**src/rtl/fir_ctrl_pkg.sv**
```systemverilog
// fir_ctrl_pkg: shared types and constants for the FIR APB control block.
// Contents: launch FSM state encoding, register byte offsets, CTRL/STATUS bit indices.
// Optional FIR_TIMEOUT_EN only adds the TMO_LIMIT register at OFF_TMO_LIMIT.
package fir_ctrl_pkg;

  typedef enum logic [1:0] {
    IDLE     = 2'd0,
    LAUNCH   = 2'd1,
    WAIT_ACK = 2'd2,
    RUN      = 2'd3
  } state_t;

  // Register byte offsets (word aligned)
  localparam logic [7:0] OFF_CTRL        = 8'h00;
  localparam logic [7:0] OFF_STATUS      = 8'h04;
  localparam logic [7:0] OFF_NUM_TAPS    = 8'h08;
  localparam logic [7:0] OFF_NUM_SAMPLES = 8'h0C;
  localparam logic [7:0] OFF_TMO_LIMIT   = 8'h10;

  // CTRL bits
  localparam int CTRL_START  = 0;
  localparam int CTRL_IRQ_EN = 1;

  // STATUS bits
  localparam int ST_BUSY    = 0;
  localparam int ST_DONE    = 1;
  localparam int ST_ERR     = 2;
  localparam int ST_TIMEOUT = 3;

endpackage

```
**src/rtl/fir_apb_regs.sv**
```systemverilog
// fir_apb_regs: APB decode, configuration/status storage, registered prdata, pslverr.
// Ports: APB slave signals in; busy and flag-set strobes from the launch FSM in;
//        start_wr strobe, tap/sample counts, irq (and tmo_limit with FIR_TIMEOUT_EN) out.
module fir_apb_regs
  import fir_ctrl_pkg::*;
#(
  parameter int ADDR_W = 5,
`ifdef FIR_TIMEOUT_EN
  parameter int TMO_W  = 24,
`endif
  parameter int TAP_W  = 8,
  parameter int SMP_W  = 16
) (
  input  logic              clk,
  input  logic              rst,
  input  logic              psel,
  input  logic              penable,
  input  logic              pwrite,
  input  logic [ADDR_W-1:0] paddr,
  input  logic [31:0]       pwdata,
  output logic [31:0]       prdata,
  output logic              pslverr,
  input  logic              busy,
  input  logic              done_set,
  input  logic              err_set,
`ifdef FIR_TIMEOUT_EN
  input  logic              tmo_set,
  output logic [TMO_W-1:0]  tmo_limit,
`endif
  output logic              start_wr,
  output logic [TAP_W-1:0]  liczba_wsp,
  output logic [SMP_W-1:0]  liczba_probek,
  output logic              irq
);

  logic        setup, access;
  logic        sel_ctrl, sel_status, sel_taps, sel_smp, sel_tmo;
  logic        mapped, cfg_sel, cfg_locked, wr_ok;
  logic        irq_en, done_flag, err_flag, tmo_flag;
  logic [31:0] w1c, rdata;
  logic        unused_pwdata;

  assign setup  = psel & ~penable;
  assign access = psel &  penable;

  assign sel_ctrl   = (paddr == ADDR_W'(OFF_CTRL));
  assign sel_status = (paddr == ADDR_W'(OFF_STATUS));
  assign sel_taps   = (paddr == ADDR_W'(OFF_NUM_TAPS));
  assign sel_smp    = (paddr == ADDR_W'(OFF_NUM_SAMPLES));
`ifdef FIR_TIMEOUT_EN
  assign sel_tmo    = (paddr == ADDR_W'(OFF_TMO_LIMIT));
`else
  assign sel_tmo    = 1'b0;
`endif

  assign mapped     = sel_ctrl | sel_status | sel_taps | sel_smp | sel_tmo;
  assign cfg_sel    = sel_taps | sel_smp | sel_tmo;
  // Configuration is frozen while a job runs so the engine sees stable counts.
  assign cfg_locked = pwrite & cfg_sel & busy;
  assign pslverr    = access & (~mapped | cfg_locked);
  assign wr_ok      = access & pwrite & mapped & ~cfg_locked;
  assign start_wr   = wr_ok & sel_ctrl & pwdata[CTRL_START];
  assign w1c        = (wr_ok & sel_status) ? pwdata : 32'd0;

  // Upper write-data bits have no register behind them.
  assign unused_pwdata = ^pwdata;

  assign irq = irq_en & (done_flag | err_flag | tmo_flag);

  always_comb begin
    rdata = 32'd0;
    if (sel_ctrl) rdata[CTRL_IRQ_EN] = irq_en;
    if (sel_status) begin
      rdata[ST_BUSY]    = busy;
      rdata[ST_DONE]    = done_flag;
      rdata[ST_ERR]     = err_flag;
      rdata[ST_TIMEOUT] = tmo_flag;
    end
    if (sel_taps) rdata[TAP_W-1:0] = liczba_wsp;
    if (sel_smp)  rdata[SMP_W-1:0] = liczba_probek;
`ifdef FIR_TIMEOUT_EN
    if (sel_tmo)  rdata[TMO_W-1:0] = tmo_limit;
`endif
  end

  always_ff @(posedge clk) begin
    if (rst) begin
      prdata        <= 32'd0;
      irq_en        <= 1'b0;
      liczba_wsp    <= TAP_W'(1);
      liczba_probek <= SMP_W'(1);
      done_flag     <= 1'b0;
      err_flag      <= 1'b0;
    end else begin
      // Read data captured in the setup phase, presented in the access phase.
      if (setup) prdata <= rdata;
      if (wr_ok & sel_ctrl) irq_en        <= pwdata[CTRL_IRQ_EN];
      if (wr_ok & sel_taps) liczba_wsp    <= pwdata[TAP_W-1:0];
      if (wr_ok & sel_smp)  liczba_probek <= pwdata[SMP_W-1:0];
      // Hardware set takes priority over a same-cycle software clear.
      done_flag <= done_set | (done_flag & ~w1c[ST_DONE]);
      err_flag  <= err_set  | (err_flag  & ~w1c[ST_ERR]);
    end
  end

`ifdef FIR_TIMEOUT_EN
  always_ff @(posedge clk) begin
    if (rst) begin
      tmo_limit <= '1;
      tmo_flag  <= 1'b0;
    end else begin
      if (wr_ok & sel_tmo) tmo_limit <= pwdata[TMO_W-1:0];
      tmo_flag <= tmo_set | (tmo_flag & ~w1c[ST_TIMEOUT]);
    end
  end
`else
  assign tmo_flag = 1'b0;
`endif

endmodule

```
**src/rtl/fir_apb_ctrl.sv**
```systemverilog
// fir_apb_ctrl: APB control/status front end for the FIR engine (launch FSM + regs).
// Ports: APB slave (zero wait), START/FSM_abort pulses and tap/sample counts to the
//        FIR FSM, pracuje/DONE from it, level irq. Macro FIR_TIMEOUT_EN adds a job timeout.
module fir_apb_ctrl
  import fir_ctrl_pkg::*;
#(
  parameter int ADDR_W = 5,
  parameter int TAP_W  = 8,
  parameter int SMP_W  = 16,
  parameter int TMO_W  = 24
) (
  input  logic              clk,
  input  logic              rst,
  input  logic              psel,
  input  logic              penable,
  input  logic              pwrite,
  input  logic [ADDR_W-1:0] paddr,
  input  logic [31:0]       pwdata,
  output logic [31:0]       prdata,
  output logic              pready,
  output logic              pslverr,
  output logic              START,
  input  logic              pracuje,
  input  logic              DONE,
  output logic [TAP_W-1:0]  liczba_wsp,
  output logic [SMP_W-1:0]  liczba_probek,
  output logic              FSM_abort,
  output logic              irq
);

  state_t state, state_nxt;
  logic   busy, start_wr, counts_ok, active, done_set, err_set, tmo_hit;

  assign pready    = 1'b1;
  assign counts_ok = (|liczba_wsp) & (|liczba_probek);
  assign active    = (state == WAIT_ACK) | (state == RUN);

`ifdef FIR_TIMEOUT_EN
  logic [TMO_W-1:0] tmo_limit, tmo_cnt;

  // Counts job cycles from WAIT_ACK entry; zero limit disables the timeout.
  always_ff @(posedge clk) begin
    if (rst)                  tmo_cnt <= '0;
    else if (state == LAUNCH) tmo_cnt <= '0;
    else if (active)          tmo_cnt <= tmo_cnt + 1'b1;
  end

  // A DONE in the same cycle beats the timeout.
  assign tmo_hit = active & (tmo_limit != '0) & (tmo_cnt == tmo_limit) & ~DONE;
`else
  logic [TMO_W-1:0] unused_tmo_w;
  assign unused_tmo_w = '0;
  assign tmo_hit      = 1'b0;
`endif

  fir_apb_regs #(
    .ADDR_W (ADDR_W),
`ifdef FIR_TIMEOUT_EN
    .TMO_W  (TMO_W),
`endif
    .TAP_W  (TAP_W),
    .SMP_W  (SMP_W)
  ) u_regs (
    .clk           (clk),
    .rst           (rst),
    .psel          (psel),
    .penable       (penable),
    .pwrite        (pwrite),
    .paddr         (paddr),
    .pwdata        (pwdata),
    .prdata        (prdata),
    .pslverr       (pslverr),
    .busy          (busy),
    .done_set      (done_set),
    .err_set       (err_set),
`ifdef FIR_TIMEOUT_EN
    .tmo_set       (tmo_hit),
    .tmo_limit     (tmo_limit),
`endif
    .start_wr      (start_wr),
    .liczba_wsp    (liczba_wsp),
    .liczba_probek (liczba_probek),
    .irq           (irq)
  );

  // State register
  always_ff @(posedge clk) begin
    if (rst) state <= IDLE;
    else     state <= state_nxt;
  end

  // Next-state logic
  always_comb begin
    state_nxt = state;
    case (state)
      IDLE:     if (start_wr && counts_ok) state_nxt = LAUNCH;
      LAUNCH:   state_nxt = WAIT_ACK;
      WAIT_ACK: begin
        // DONE before pracuje covers jobs shorter than the ack latency.
        if (DONE || tmo_hit) state_nxt = IDLE;
        else if (pracuje)    state_nxt = RUN;
      end
      RUN:      if (DONE || tmo_hit) state_nxt = IDLE;
      default:  state_nxt = IDLE;
    endcase
  end

  // Outputs
  always_comb begin
    START     = (state == LAUNCH);
    busy      = (state != IDLE);
    done_set  = active & DONE;
    err_set   = start_wr & ((state != IDLE) | ~counts_ok);
    FSM_abort = tmo_hit;
  end

endmodule

```
**config.mk**
```make
export PLATFORM = sky130hd
export DESIGN_NAME = fir_apb_ctrl
export DESIGN_NICKNAME = d
export VERILOG_FILES = /design/src/rtl/fir_ctrl_pkg.sv /design/src/rtl/fir_apb_regs.sv /design/src/rtl/fir_apb_ctrl.sv
export SDC_FILE = /design/constraint.sdc
export NUM_CORES = 1
export LEC_CHECK = 0
export CAP_MARGIN = 40
export CORE_MARGIN = 4
export CORE_UTILIZATION = 37
export DETAILED_ROUTE_END_ITERATION = 8
export PLACE_DENSITY = 0.73
export SLEW_MARGIN = 20
export SYNTH_ARGS = -nofsm -noshare
export SYNTH_HDL_FRONTEND = slang
export SYNTH_HIERARCHICAL = 1
export SYNTH_SLANG_ARGS = --single-unit
```
**constraint.sdc**
```tcl
create_clock -name clk -period 2 [get_ports clk]
set_clock_uncertainty 0.2 [all_clocks]
set_input_delay 0.4 -clock clk [delete_from_list [all_inputs] [get_ports clk]]
set_output_delay 0.4 -clock clk [all_outputs]
set_load 0.05 [all_outputs]
```
======== Yosys cells after proc, flatten, opt, wreduce, memory -nomap -nowiden ========
Cells that the tools add are included.
storage, ports and cells
  register bits ........................... 45
  bits of input ports ..................... 44
  output and inout bits ................... 61
  word-level logic and storage cells ...... 68
cells by class
  eq/ne operators ......................... 9
  multiplexer cells ....................... 10
  bitwise logic cells ..................... 35
  reductions and logical operators ........ 7
operator list
  operator                                        count
  AND 1 bit                                       19
  2-to-1 mux 16 bit                               1
  OR reduction 16 bit                             1
  == test 5 x 4 -> 1 bit (second input constant)  2
  bitwise OR 1 bit                                10
  2-to-1 mux 2 bit                                4
  2-to-1 mux 8 bit                                1
  one-hot mux 2 bit (4 select lines)              1
  OR reduction 8 bit                              1
  2-to-1 mux 3 bit                                2
  inverter 1 bit                                  6
  == test 5 x 3 -> 1 bit (second input constant)  1
  logical NOT 5 bit                               1
  == test 2 bit (second input constant)           2
  inequality test 2 bit (second input constant)   2
  inequality test 3 bit (second input constant)   1
  AND reduction 3 bit                             1
  == test 2 x 1 -> 1 bit (second input constant)  1
  logical NOT 2 bit                               1
  nonzero test 2 bit                              1
  logical AND 1 bit                               1
  2-to-1 mux 1 bit                                1

======== Longest topological paths before layout ========
Gate-level depths: netlist (run 1).
  depth after elaboration ................. 11
  gate-level depth with buffers ........... 6
  mapped depth without buffers ............ 6

======== Modules after synthesis ========
The synthesis (run 1) kept the hierarchy.
by module, submodules not included
  module        instances  cells each  area an instance (µm²)  seq. area each (µm²)
  fir_apb_regs  1          223         2,052.0                 860.8
  fir_apb_ctrl  1          25          193.9                   40.0

======== Worst setup path after synthesis (run 1) ========
OpenSTA, ideal clock, no wires.
  kind .................................... input to register
  from .................................... in paddr[1]
  to ...................................... reg u_regs.err_flag
  setup time .............................. 91 ps
  data arrival time ....................... 1,713 ps
  required time ........................... 1,709 ps
  setup slack ............................. -4 ps
  stages .................................. 6
  path buffers ............................ 0
  cells stage by stage .................... or3_1 -> nor4_1 -> and2_1 -> and2_1 -> inv_1 -> a311oi_1
between the ends
  elaborated cells between the ends (all ways) .. 21
  classes of those cells .................. eq/ne (3); mux (1); bitwise (16); reduce/logical (1)
RTL lines
  what                                                                RTL line                                RTL
  start: declaration                                                  fir_apb_ctrl.sv:17                      input logic [ADDR_W-1:0] paddr,
  == test 5 x 3 -> 1 bit, or another cell as far along                fir_apb_regs.sv:47                      assign sel_status = (paddr == ADDR_W'(OFF_STATUS));
  bitwise OR 1 bit, on equally long branches                          fir_apb_regs.sv:56, fir_apb_regs.sv:57
  bitwise OR 1 bit / AND 1 bit (equally long branches) (2 in series)  fir_apb_regs.sv:56, fir_apb_regs.sv:59
  AND 1 bit / inverter 1 bit (equally long branches)                  fir_apb_regs.sv:61                      assign wr_ok = access & pwrite & mapped & ~cfg_locked;
  AND 1 bit                                                           fir_apb_regs.sv:61
  AND 1 bit * (2 in series)                                           fir_apb_regs.sv:62                      assign start_wr = wr_ok & sel_ctrl & pwdata[CTRL_START];
  via start_wr                                                        fir_apb_ctrl.sv:32                      logic busy, start_wr, counts_ok, active, done_set, err_set, tmo_hit;
  AND 1 bit *                                                         fir_apb_ctrl.sv:113                     err_set = start_wr & ((state != IDLE) | ~counts_ok);
  via err_set                                                         fir_apb_ctrl.sv:32
  bitwise OR 1 bit *                                                  fir_apb_regs.sv:102                     err_flag <= err_set | (err_flag & ~w1c[ST_ERR]);
  end signal: assignment                                              fir_apb_regs.sv:102
  end: declaration                                                    fir_apb_regs.sv:39                      logic irq_en, done_flag, err_flag, tmo_flag;
Mark *: on every way through the listed nets, which the timed path passes. The rest lies on a longest branch.
A chain may end at the register's enable or synchronous reset.

======== Worst setup path after layout (run 1) ========
  from .................................... in penable
  to ...................................... out pslverr
between the ends
  cells in the longest elaborated chain, start to end .. 2
RTL lines
  what                RTL line            RTL
  start: declaration  fir_apb_ctrl.sv:15  input logic penable,
  AND 1 bit           fir_apb_regs.sv:44  assign access = psel & penable;
  AND 1 bit           fir_apb_regs.sv:60  assign pslverr = access & (~mapped | cfg_locked);
  end: declaration    fir_apb_ctrl.sv:21  output logic pslverr,
No other way between the ends.

==> run_results.csv, run 1 <==
group,metric,value,unit
drt,dr.pass1.iters,4,
yosys,synth_most_common_cell,"dfxtp_1",
worst_setup_path,worstPathRequired,1400,ps
cts,cts_tree,"built",
drt,drt-wirelength-per-cell,14.34,um
power_and_ir_drop,switching_share,0.2632,
timing,hold_viol,0,
cells_and_area,drive_gt1_frac,0.2955,
drt,drt-vias-per-instance,4.895,
power_and_ir_drop,p_int,1.377,mW
yosys,synth_edf_count,0,
yosys,synth_top_family_by_area,"simple AND/OR/NAND/NOR gates",
cts,numClockSinks,45,
timing,rsz0062_at_grt,"no",
yosys,synth_top_cell_by_area,"dfxtp_1",
yosys,synth_area_leaders,"dfxtp_1 (40%), nand2b_1 (8.6%), mux2i_1 (7.6%)",
timing,setup_ws,61.88,ps
drt,vias,2007,
drt,ant_nets,0,
drt,drtIter0Drc,75,
floorplan,start_util,0.3793,
global_routing,gr-total-overflow,0,
cts,hold_buffers,0,
cells_and_area,fillers,558,
placement,gp_congestion,0.8217,
cells_and_area,final_core_util,0.5340,
power_and_ir_drop,power_density,591.3,nW/um^2
floorplan,coreArea,5921,sq um
yosys,syn_area_per_cell,9.056,sq um
cts,clk_pin_slew_worst_paths,80,ps
yosys,syn_area,2246,sq um
worst_setup_path,critPathArrivalTime,1340,ps
cells_and_area,n_antenna_cell,0,
yosys,ys_ff_latch,45,
timing,whs,255.3,ps
yosys,ys_warn_count,6,
yosys,muxShareOfSynthArea,0.08078,
cts,htree_levels,2,
flow_run,maxCapViolations,0,
floorplan,die_h,85.91,um
global_routing,grt_usage,0.1619,
power_and_ir_drop,power_frac_clock,0.354,
placement,port_buffers,70,
worst_setup_path,cp_cell_sequence,"clkdlybuf4s50_1 > buf_4 > nand2_1 > nor2_1 > buf_6",
worst_setup_path,max_stage_delay,480,ps
worst_setup_path,critPathKind,"input pin to primary output",
timing,fmax,0.5160,GHz
cells_and_area,final_nets,379,
yosys,synth_top_area_share,0.4011,
floorplan,dieArea,7381,sq um
cells_and_area,syn2layout_area_growth,40.78,%
global_routing,grt_start_max_net_pins,57,
global_routing,antenna_found_initial,0,
yosys,synth_common_cells,"dfxtp_1 (45), nand2b_1 (31), buf_4 (22)",
placement,pre_cts_ws,-530.9,ps
worst_setup_path,setup.worst_path.start_class,"input pin",
worst_setup_path,end_kind,"primary output",
power_and_ir_drop,ir_drop,246.5,uV
power_and_ir_drop,switching_power,0.4920,mW
drt,drc,0,
hold_path,hp-class,"flop to flop",
yosys,synth_xor_area_frac,0,
cts,cts_made_buffers,5,
yosys,synth_ff_type,"dfxtp_1",
run_status,status,"complete, no violations",
timing,setup_viol,0,
yosys,synthArstFlopShare,0,
yosys,yosysUniqueCellTypes,38,
yosys,synth_adder_area_share,0,
timing,period_share,0.9691,
yosys,synth-compound-area-share,0.1064,
floorplan,die_w,85.91,um
floorplan,row_count,28,
cts,root_buffer,"clkbuf_8",
worst_setup_path,critPathMaxFanout,3,
power_and_ir_drop,pwr-share-seq,0.486,
cts,clock_latency,300,ps
yosys,synth-seq-area-share,0.4011,
timing,post-route-min-period,1938,ps
drt,wirelength,5880,um
cts,clockBufferDepth,2,
global_routing,grt_pass1_vias,1952,
cells_and_area,multi_input_area,1191,sq um
yosys,synth_simple_gate_area_frac,0.3042,
timing,maxSlewViolCount,0,
worst_setup_path,cp_slowest_cell,"clkdlybuf4s50_1",
global_routing,grt_pass1_wl,9528,um
power_and_ir_drop,p_leak,1.335,nW
cells_and_area,seq_area,900.9,sq um
placement,dp_hpwl,4489,um
floorplan,ioPinCount,105,
yosys,synth_cells,248,
power_and_ir_drop,p_comb_frac,0.160,
==> routing by layer <==
metal | global-route usage | wire length [um] | share of wire | vias up
li1 | - | - | - | 1001
met1 | 0.2069 | 2537 | 0.43 | 924
met2 | 0.2698 | 2863 | 0.49 | 75
met3 | 0.03362 | 405 | 0.069 | 7
met4 | 0.05612 | 74 | 0.013 | 0
met5 | 0 | 0 | 0 | -
==> critical path, delay by kind of cell <==
family	cells	cell delay, ps
simple gates	2	170
buf+inv	3	770
==> state kept, by name (all words and copies together) (netlist names) <==
| name | flops |
|---|---|
| u_regs/irq_en | 1 |
| state | 2 |
| u_regs/prdata | 16 |
| u_regs/err_flag | 1 |
| u_regs/liczba_probek | 16 |
| u_regs/done_flag | 1 |
| u_regs/liczba_wsp | 8 |
==> power groups by stage <==
| stage | registers, mW | clock network [mW] | logic (mW) |
|---|---|---|---|
| after global routing | 0.909 | 0.720 | 0.316 |
| final | 0.908 | 0.662 | 0.299 |
| after detailed placement | 0.929 | 0 | 0.296 |
| after CTS | 0.908 | 0.680 | 0.297 |
| after global placement | 0.929 | 0 | 0.295 |
| after floorplan | 0.958 | 0 | 0.179 |
==> final cells by class <==
type | instances | share of cell area
multi-input combinational | 181 | 0.3767
inverter | 4 | 0.004749
clock inverter | 2 | 0.01108
timing repair buffer | 98 | 0.2711
clock buffer | 5 | 0.02176
sequential | 45 | 0.2849
tap | 75 | 0.02968
==> path summary, 6_finish.rpt <==
check	start	endpoint	slack (ps)	cells after the start
worst min register to register	u_regs/prdata[10]	u_regs/prdata[10]	260	2
worst max register to register	state[0]	u_regs/liczba_wsp[0]	210	6
worst min-delay path	u_regs/prdata[10]	u_regs/prdata[10]	260	2
worst max-delay path	penable	pslverr	60	5
==> placed cells by master (no fill, tap or decap), types with 2 or more instances in the layout <==
| master | synthesis | layout |
|---|---|---|
| nor4_1 | 3 | 2 |
| o21ai_0 | 11 | 11 |
| inv_1 | 4 | 4 |
| nor2_1 | 19 | 19 |
| nand3_1 | 10 | 10 |
| nand2b_1 | 31 | 31 |
| a22oi_1 | 2 | 2 |
| dfxtp_1 | 45 | 45 |
| mux2i_1 | 17 | 17 |
| conb_1 | 3 | 18 |
| a221oi_1 | 5 | 5 |
| dlymetal6s2s_1 | 0 | 2 |
| nand2_1 | 11 | 11 |
| and2_1 | 5 | 4 |
| clkdlybuf4s50_1 | 0 | 21 |
| nor3_2 | 4 | 4 |
| buf_4 | 22 | 64 |
| buf_12 | 0 | 4 |
| clkbuf_8 | 0 | 5 |
| nor2b_1 | 2 | 2 |
| a311oi_1 | 2 | 2 |
| nand4b_1 | 8 | 8 |
| buf_6 | 1 | 2 |
| a21oi_1 | 10 | 10 |
| nor3_1 | 4 | 4 |
| a211oi_1 | 2 | 2 |
| clkbuf_2 | 0 | 2 |
| nor4_2 | 4 | 5 |
==> per-stage QoR <==
step / power, mW / std cells / setup TNS (ps) / area, sq um
final: 1.869 / 410 / 0 / 3162
after detailed placement: 1.225 / 401 / -17800 / 3025
after global placement: 1.224 / 401 / -16120 / 3025
after floorplan: 1.136 / 263 / 0 / 2308
after CTS: 1.885 / 408 / 0 / 3138
after global routing: 1.945 / 410 / 0 / 3162
==> logic make-up after synthesis <==
| kind of cell | after synthesis |
|---|---|
| AND/OR/NAND/NOR | 108 |
| flip-flops | 45 |
| AO/OA/AOI/OAI | 37 |
| buffers and inverters | 37 |
| multiplexers | 18 |
| other | 3 |
==> timing repair <==
item,4_1_cts,5_1_grt
endpoints found under the hold margin,0,0
cloned,0,0
buffers inserted,0,2
pin swaps,2,3
resized for setup,10,11
endpoints found under the setup margin,43,17
No activity file was read; power rests on OpenSTA's default activity.
==> inputs of run 2 (changes only) <==
--- a/config.mk
+++ b/config.mk
@@ -15,3 +15,4 @@
 export SYNTH_HDL_FRONTEND = slang
 export SYNTH_HIERARCHICAL = 1
 export SYNTH_SLANG_ARGS = --single-unit
+export TNS_END_PERCENT = 5
==> run 2 against run 1 <==
The run now ends with negative setup slack left; fmax shrank 3.5%; total power about the same; register-to-register slack about the same; worst hold slack is essentially flat; combinational power hardly changed; clock-buffer cell count did not move; sequential power about the same; global-route usage unchanged; sequential share of layout area is 0.056 points lower; clock power is essentially flat; die area unchanged; first-iteration DRC count fell by 4.0%; largest cell class unchanged; highest routed layer unchanged.
==> run_results.csv, run 2 (synthesis gave the netlist of run 1 again) <==
group,metric,value,unit
run_status,status,"finished, violations left",
run_status,violations,"negative setup slack",
global_routing,grt_usage,0.1619,
floorplan,ioPinCount,105,
global_routing,antenna_found_initial,0,
timing,maxSlewViolCount,0,
cells_and_area,syn2layout_area_growth,41.06,%
flow_run,maxCapViolations,0,
power_and_ir_drop,p_leak,1.325,nW
timing,whs,255.3,ps
drt,drt-vias-per-instance,4.966,
worst_setup_path,critPathKind,"input pin to primary output",
drt,ant_nets,0,
worst_setup_path,critical_path.top_delay_family,"simple AND/OR/NAND/NOR gates",
global_routing,gr-total-overflow,0,
drt,drtIter0Drc,72,
drt,vias,2026,
worst_setup_path,startpoint,"paddr[1]",
floorplan,start_util,0.3793,
worst_setup_path,critPathArrivalTime,1410,ps
timing,setup_viol,1,
worst_setup_path,setup.worst_path.start_class,"input pin",
floorplan,row_count,28,
cells_and_area,layout_commonest_cell,"buf_4",
timing,rsz0062_at_grt,"yes",
power_and_ir_drop,power_density,589.8,nW/um^2
timing,finalSetupTns,-8.464,ps
worst_setup_path,r2r_cells,6,
cts,root_buffer,"clkbuf_8",
timing,post-route-min-period,2008,ps
timing,hold_viol,0,
cells_and_area,layout_common_cells,"buf_4 (62), dfxtp_1 (45), nand2b_1 (31)",
cts,numClockSinks,45,
worst_setup_path,critPathMaxFanout,4,
cells_and_area,reg.largest.list,"u_regs/liczba_probek (16), u_regs/prdata (16), u_regs/liczba_wsp (8)",
worst_setup_path,crit_end,"pslverr",
cts,htree_levels,2,
drt,drc,0,
worst_setup_path,cp_slowest_cell,"or3_4",
cts,clock_latency,290,ps
cts,cts_tree,"built",
timing,fmax,0.4979,GHz
timing,period_share,1.004,
floorplan,die_h,85.91,um
cells_and_area,drive_gt1_frac,0.2883,
worst_setup_path,path_depth,5,
global_routing,grt_pass1_wl,9528,um
floorplan,dieArea,7381,sq um
global_routing,grt_pass1_vias,1952,
cts,clockBufferDepth,2,
cts,cts_made_buffers,5,
worst_setup_path,cp_cell_sequence,"clkdlybuf4s15_2 > or3_4 > a31oi_1 > nor2_1 > buf_6",
worst_setup_path,max_stage_delay,400,ps
cells_and_area,final_nets,377,
drt,wirelength,5838,um
cts,clk_pin_slew_worst_paths,80,ps
worst_setup_path,r2r-start,"state[0]",
cells_and_area,n_antenna_cell,0,
worst_setup_path,end_kind,"primary output",
worst_setup_path,cp_num_buf_inv,2,
cells_and_area,fin_area,3168,sq um
global_routing,grt_start_max_net_pins,57,
drt,dr.pass1.iters,4,
placement,gp_congestion,0.8217,
worst_setup_path,worstPathRequired,1400,ps
floorplan,coreArea,5921,sq um
power_and_ir_drop,total_power,1.869,mW
worst_setup_path,r2r_end,"u_regs/liczba_wsp[0]",
cts,hold_buffers,0,
timing,setup_ws,-8.464,ps
floorplan,die_w,85.91,um
hold_path,hp-class,"flop to flop",
placement,placedInstanceArea,3025,sq um
drt,drt-wirelength-per-cell,14.31,um
worst_setup_path,r2r_slack,210,ps
power_and_ir_drop,ir_drop,246.7,uV
placement,dp_hpwl,4489,um
placement,port_buffers,70,
## run 2: changes by cell type in the layout (fill, tap and decap cells not counted), moves of 2 or more
cell             delta
clkbuf_2            -2
clkdlybuf4s50_1     +2
dlymetal6s2s_1      -2
buf_4               -2
clkdlybuf4s15_1     +2
## run 2: cell type report
| type | count | area (sq um) |
|---|---|---|
| clock buffers | 5 | 68.82 |
| multi-input cells | 181 | 1201 |
| inverters | 4 | 15.01 |
| fillers | 558 | 2753 |
| flip-flops and latches | 45 | 900.9 |
| well taps | 75 | 93.84 |
| repair buffers | 96 | 853.3 |
| clock inverters | 2 | 35.03 |
## run 2: tightest hold or removal path, stage by stage (launching register included)
cell and delay (ps):
dfxtp_1 310, nand2_1 50, a21oi_1 50
## run 2: stage by stage
stage,cells,util,setup slack (ps)
2_1_floorplan,263,-,60.72
3_3_place_gp,401,0.5110,-455.9
3_5_place_dp,401,0.5110,-530.9
4_1_cts,408,0.5300,2.475
5_1_grt,408,0.5351,-37.41
6_report,408,0.5351,-8.464
## run 2: report_power, final
group          total (mW)  internal, mW  switching, mW
clock               0.661         0.363          0.298
sequential          0.908         0.903        0.00421
combinational       0.300         0.112          0.188
total                1.87          1.38          0.490
## run 2: repair_timing
item,4_1_cts,5_1_grt
resized for setup,10,8
setup endpoints to repair,43,17
buffers inserted,0,0
pin swaps,2,1
## run 2: routing by layer
metal / vias up / track usage / part of all wire
met4: 0 / 0.05612 / 0.013
met3: 7 / 0.03362 / 0.072
met5: - / 0 / 0
li1: 996 / - / -
met2: 79 / 0.2698 / 0.49
met1: 944 / 0.2069 / 0.42
## run 2: worst min path at each step
stage	startpoint	to	slack (ps)	depth (start not counted)
floorplan	rst	state[1]	280	1
detailed placement	u_regs/prdata[10]	u_regs/prdata[10]	250	2
global route	u_regs/prdata[13]	u_regs/prdata[13]	290	2
finish	u_regs/prdata[10]	u_regs/prdata[10]	260	2
CTS	u_regs/prdata[10]	u_regs/prdata[10]	260	2
global placement	u_regs/prdata[10]	u_regs/prdata[10]	240	2
==> inputs of run 3 (changes only) <==
--- a/config.mk
+++ b/config.mk
@@ -6,10 +6,13 @@
 export NUM_CORES = 1
 export LEC_CHECK = 0
 export CAP_MARGIN = 40
+export CELL_PAD_IN_SITES_DETAIL_PLACEMENT = 1
+export CELL_PAD_IN_SITES_GLOBAL_PLACEMENT = 2
 export CORE_MARGIN = 4
-export CORE_UTILIZATION = 37
+export CORE_UTILIZATION = 21
 export DETAILED_ROUTE_END_ITERATION = 8
-export PLACE_DENSITY = 0.73
+export PLACE_DENSITY = 0.74
+export SKIP_LAST_GASP = 1
 export SLEW_MARGIN = 20
 export SYNTH_ARGS = -nofsm -noshare
 export SYNTH_HDL_FRONTEND = slang
==> run 3 against run 2 <==
The flow now finishes without violations; worst hold slack got worse by 1.7 ps; register-to-register slack got worse by 110 ps; total power rose by 1.0%; clock power rose by 2%; final area rose by 2.5%; first-iteration DRC count rose by 15%; sequential cell count did not move; cell count rose by 15%; non-clock buffer count rose by 2; clock-buffer cell count did not move; wire length rose by 22%.
==> run_results.csv, run 3 (synthesis gave the netlist of run 1 again) <==
group,metric,value,unit
worst_setup_path,startpoint,"paddr[4]",
floorplan,ioPinCount,105,
cells_and_area,drive_gt1_frac,0.3045,
drt,wl_met1,3256,um
timing,rsz0062_at_grt,"yes",
worst_setup_path,end_kind,"primary output",
cells_and_area,fillers,1222,
cells_and_area,reg.largest.list,"u_regs/liczba_probek (16), u_regs/prdata (16), u_regs/liczba_wsp (8)",
cells_and_area,final_nets,379,
drt,drtIter0Drc,83,
drt,drt-vias-per-instance,4.304,
floorplan,die_h,111.4,um
cts,clock_latency,300,ps
cells_and_area,n_antenna_cell,0,
hold_path,hp-class,"flop to flop",
worst_setup_path,critPathArrivalTime,1370,ps
worst_setup_path,r2r-start,"u_regs/liczba_probek[10]",
floorplan,row_count,37,
drt,dr_wl_met3,379,um
cells_and_area,multi_input_area,1216,sq um
worst_setup_path,critPathKind,"input pin to primary output",
drt,highest_layer,"met4",
floorplan,coreArea,10370,sq um
cells_and_area,final_core_util,0.3132,
power_and_ir_drop,total_power,1.888,mW
placement,gp_congestion,0.8044,
worst_setup_path,critPathMaxFanout,4,
cells_and_area,syn2layout_area_growth,44.62,%
power_and_ir_drop,ir_drop,203.4,uV
worst_setup_path,setup.worst_path.start_class,"input pin",
global_routing,grt_pass1_wl,11470,um
drt,drt-wirelength-per-cell,15.15,um
timing,fmax,0.5076,GHz
power_and_ir_drop,power_density,581.3,nW/um^2
drt,wirelength,7134,um
timing,maxSlewViolCount,0,
placement,port_buffers,70,
placement,dp_hpwl,5417,um
drt,drc,0,
timing,post-route-min-period,1970,ps
drt,ant_nets,0,
power_and_ir_drop,p_leak,1.324,nW
timing,period_share,0.9850,
flow_run,maxCapViolations,0,
global_routing,grt_usage,0.1133,
hold_path,hold_start,"u_regs/prdata[15]",
timing,hold_viol,0,
cts,htree_levels,2,
run_status,status,"complete, no violations",
global_routing,grt_start_max_net_pins,64,
global_routing,grt_pass1_vias,2180,
drt,vias,2027,
cts,numClockSinks,45,
drt,dr.pass1.iters,4,
floorplan,dieArea,12410,sq um
timing,setup_viol,0,
placement,placedInstanceArea,3097,sq um
cells_and_area,fin_area,3248,sq um
cts,clk_pin_slew_worst_paths,70,ps
cts,cts_tree,"built",
cts,root_buffer,"clkbuf_8",
cts,clockBufferDepth,2,
global_routing,gr-total-overflow,0,
timing,whs,253.6,ps
cells_and_area,layout_common_cells,"buf_4 (65), dfxtp_1 (45), nand2b_1 (31)",
cells_and_area,seq_area,900.9,sq um
drt,wl_met2,3434,um
global_routing,antenna_found_initial,0,
cts,cts_made_buffers,5,
worst_setup_path,worstPathRequired,1400,ps
cells_and_area,layout_commonest_cell,"buf_4",
floorplan,die_w,111.4,um
floorplan,start_util,0.2166,
## run 3: cell types whose count changed in the layout (fill, tap and decap cells not counted), moves of 2 or more
cell and delta:
dlygate4sd2_1 +2, clkdlybuf4s50_1 -3, clkbuf_2 +2, buf_4 +3
## run 3: final cells by class
class	instances	share of cell area
timing repair buffer	98	0.2592
multi-input combinational	181	0.3744
clock buffer	5	0.02119
sequential	45	0.2773
inverter	4	0.004622
clock inverter	2	0.01079
tap	136	0.05239
## run 3: power breakdown
group	internal, mW	leakage [nW]	switching (mW)
sequential	0.903	0.364	0.00431
clock	0.364	0.0540	0.314
combinational	0.108	0.906	0.195
## run 3: final timing paths
check | slack, ps | cells past startpoint | to
worst max-delay path | 30 | 5 | pslverr
worst min-delay path | 250 | 2 | u_regs/prdata[15]
worst max register to register | 100 | 6 | u_regs/err_flag
worst min register to register | 250 | 2 | u_regs/prdata[15]
## run 3: repair_timing
action,4_1_cts,5_1_grt
hold endpoints to repair,0,0
hold buffers,0,0
resized for setup,13,8
setup buffers,2,0
endpoints found under the setup margin,29,2
pin swaps,4,1
## run 3: worst max-delay path, cell delays in order
cell	delay, ps
clkdlybuf4s15_1	210
or3_4	390
a31oi_4	160
nor2_2	60
buf_6	150
## run 3: per-layer routing
layer | track usage | vias to the layer above
li1 | - | 1004
met2 | 0.1874 | 64
met3 | 0.02935 | 7
met1 | 0.1474 | 952
met5 | 0 | -
met4 | 0.02920 | 0
## run 3: stage by stage
stage / TNS (ps) / worst slack, ps / cells
floorplan: 0 / 60.72 / 263
global placement: -16270 / -488.4 / 462
detailed placement: -17650 / -604.7 / 462
CTS: -2.425 / -2.425 / 471
global route: -21.78 / -21.78 / 471
finish: 0 / 30.00 / 471
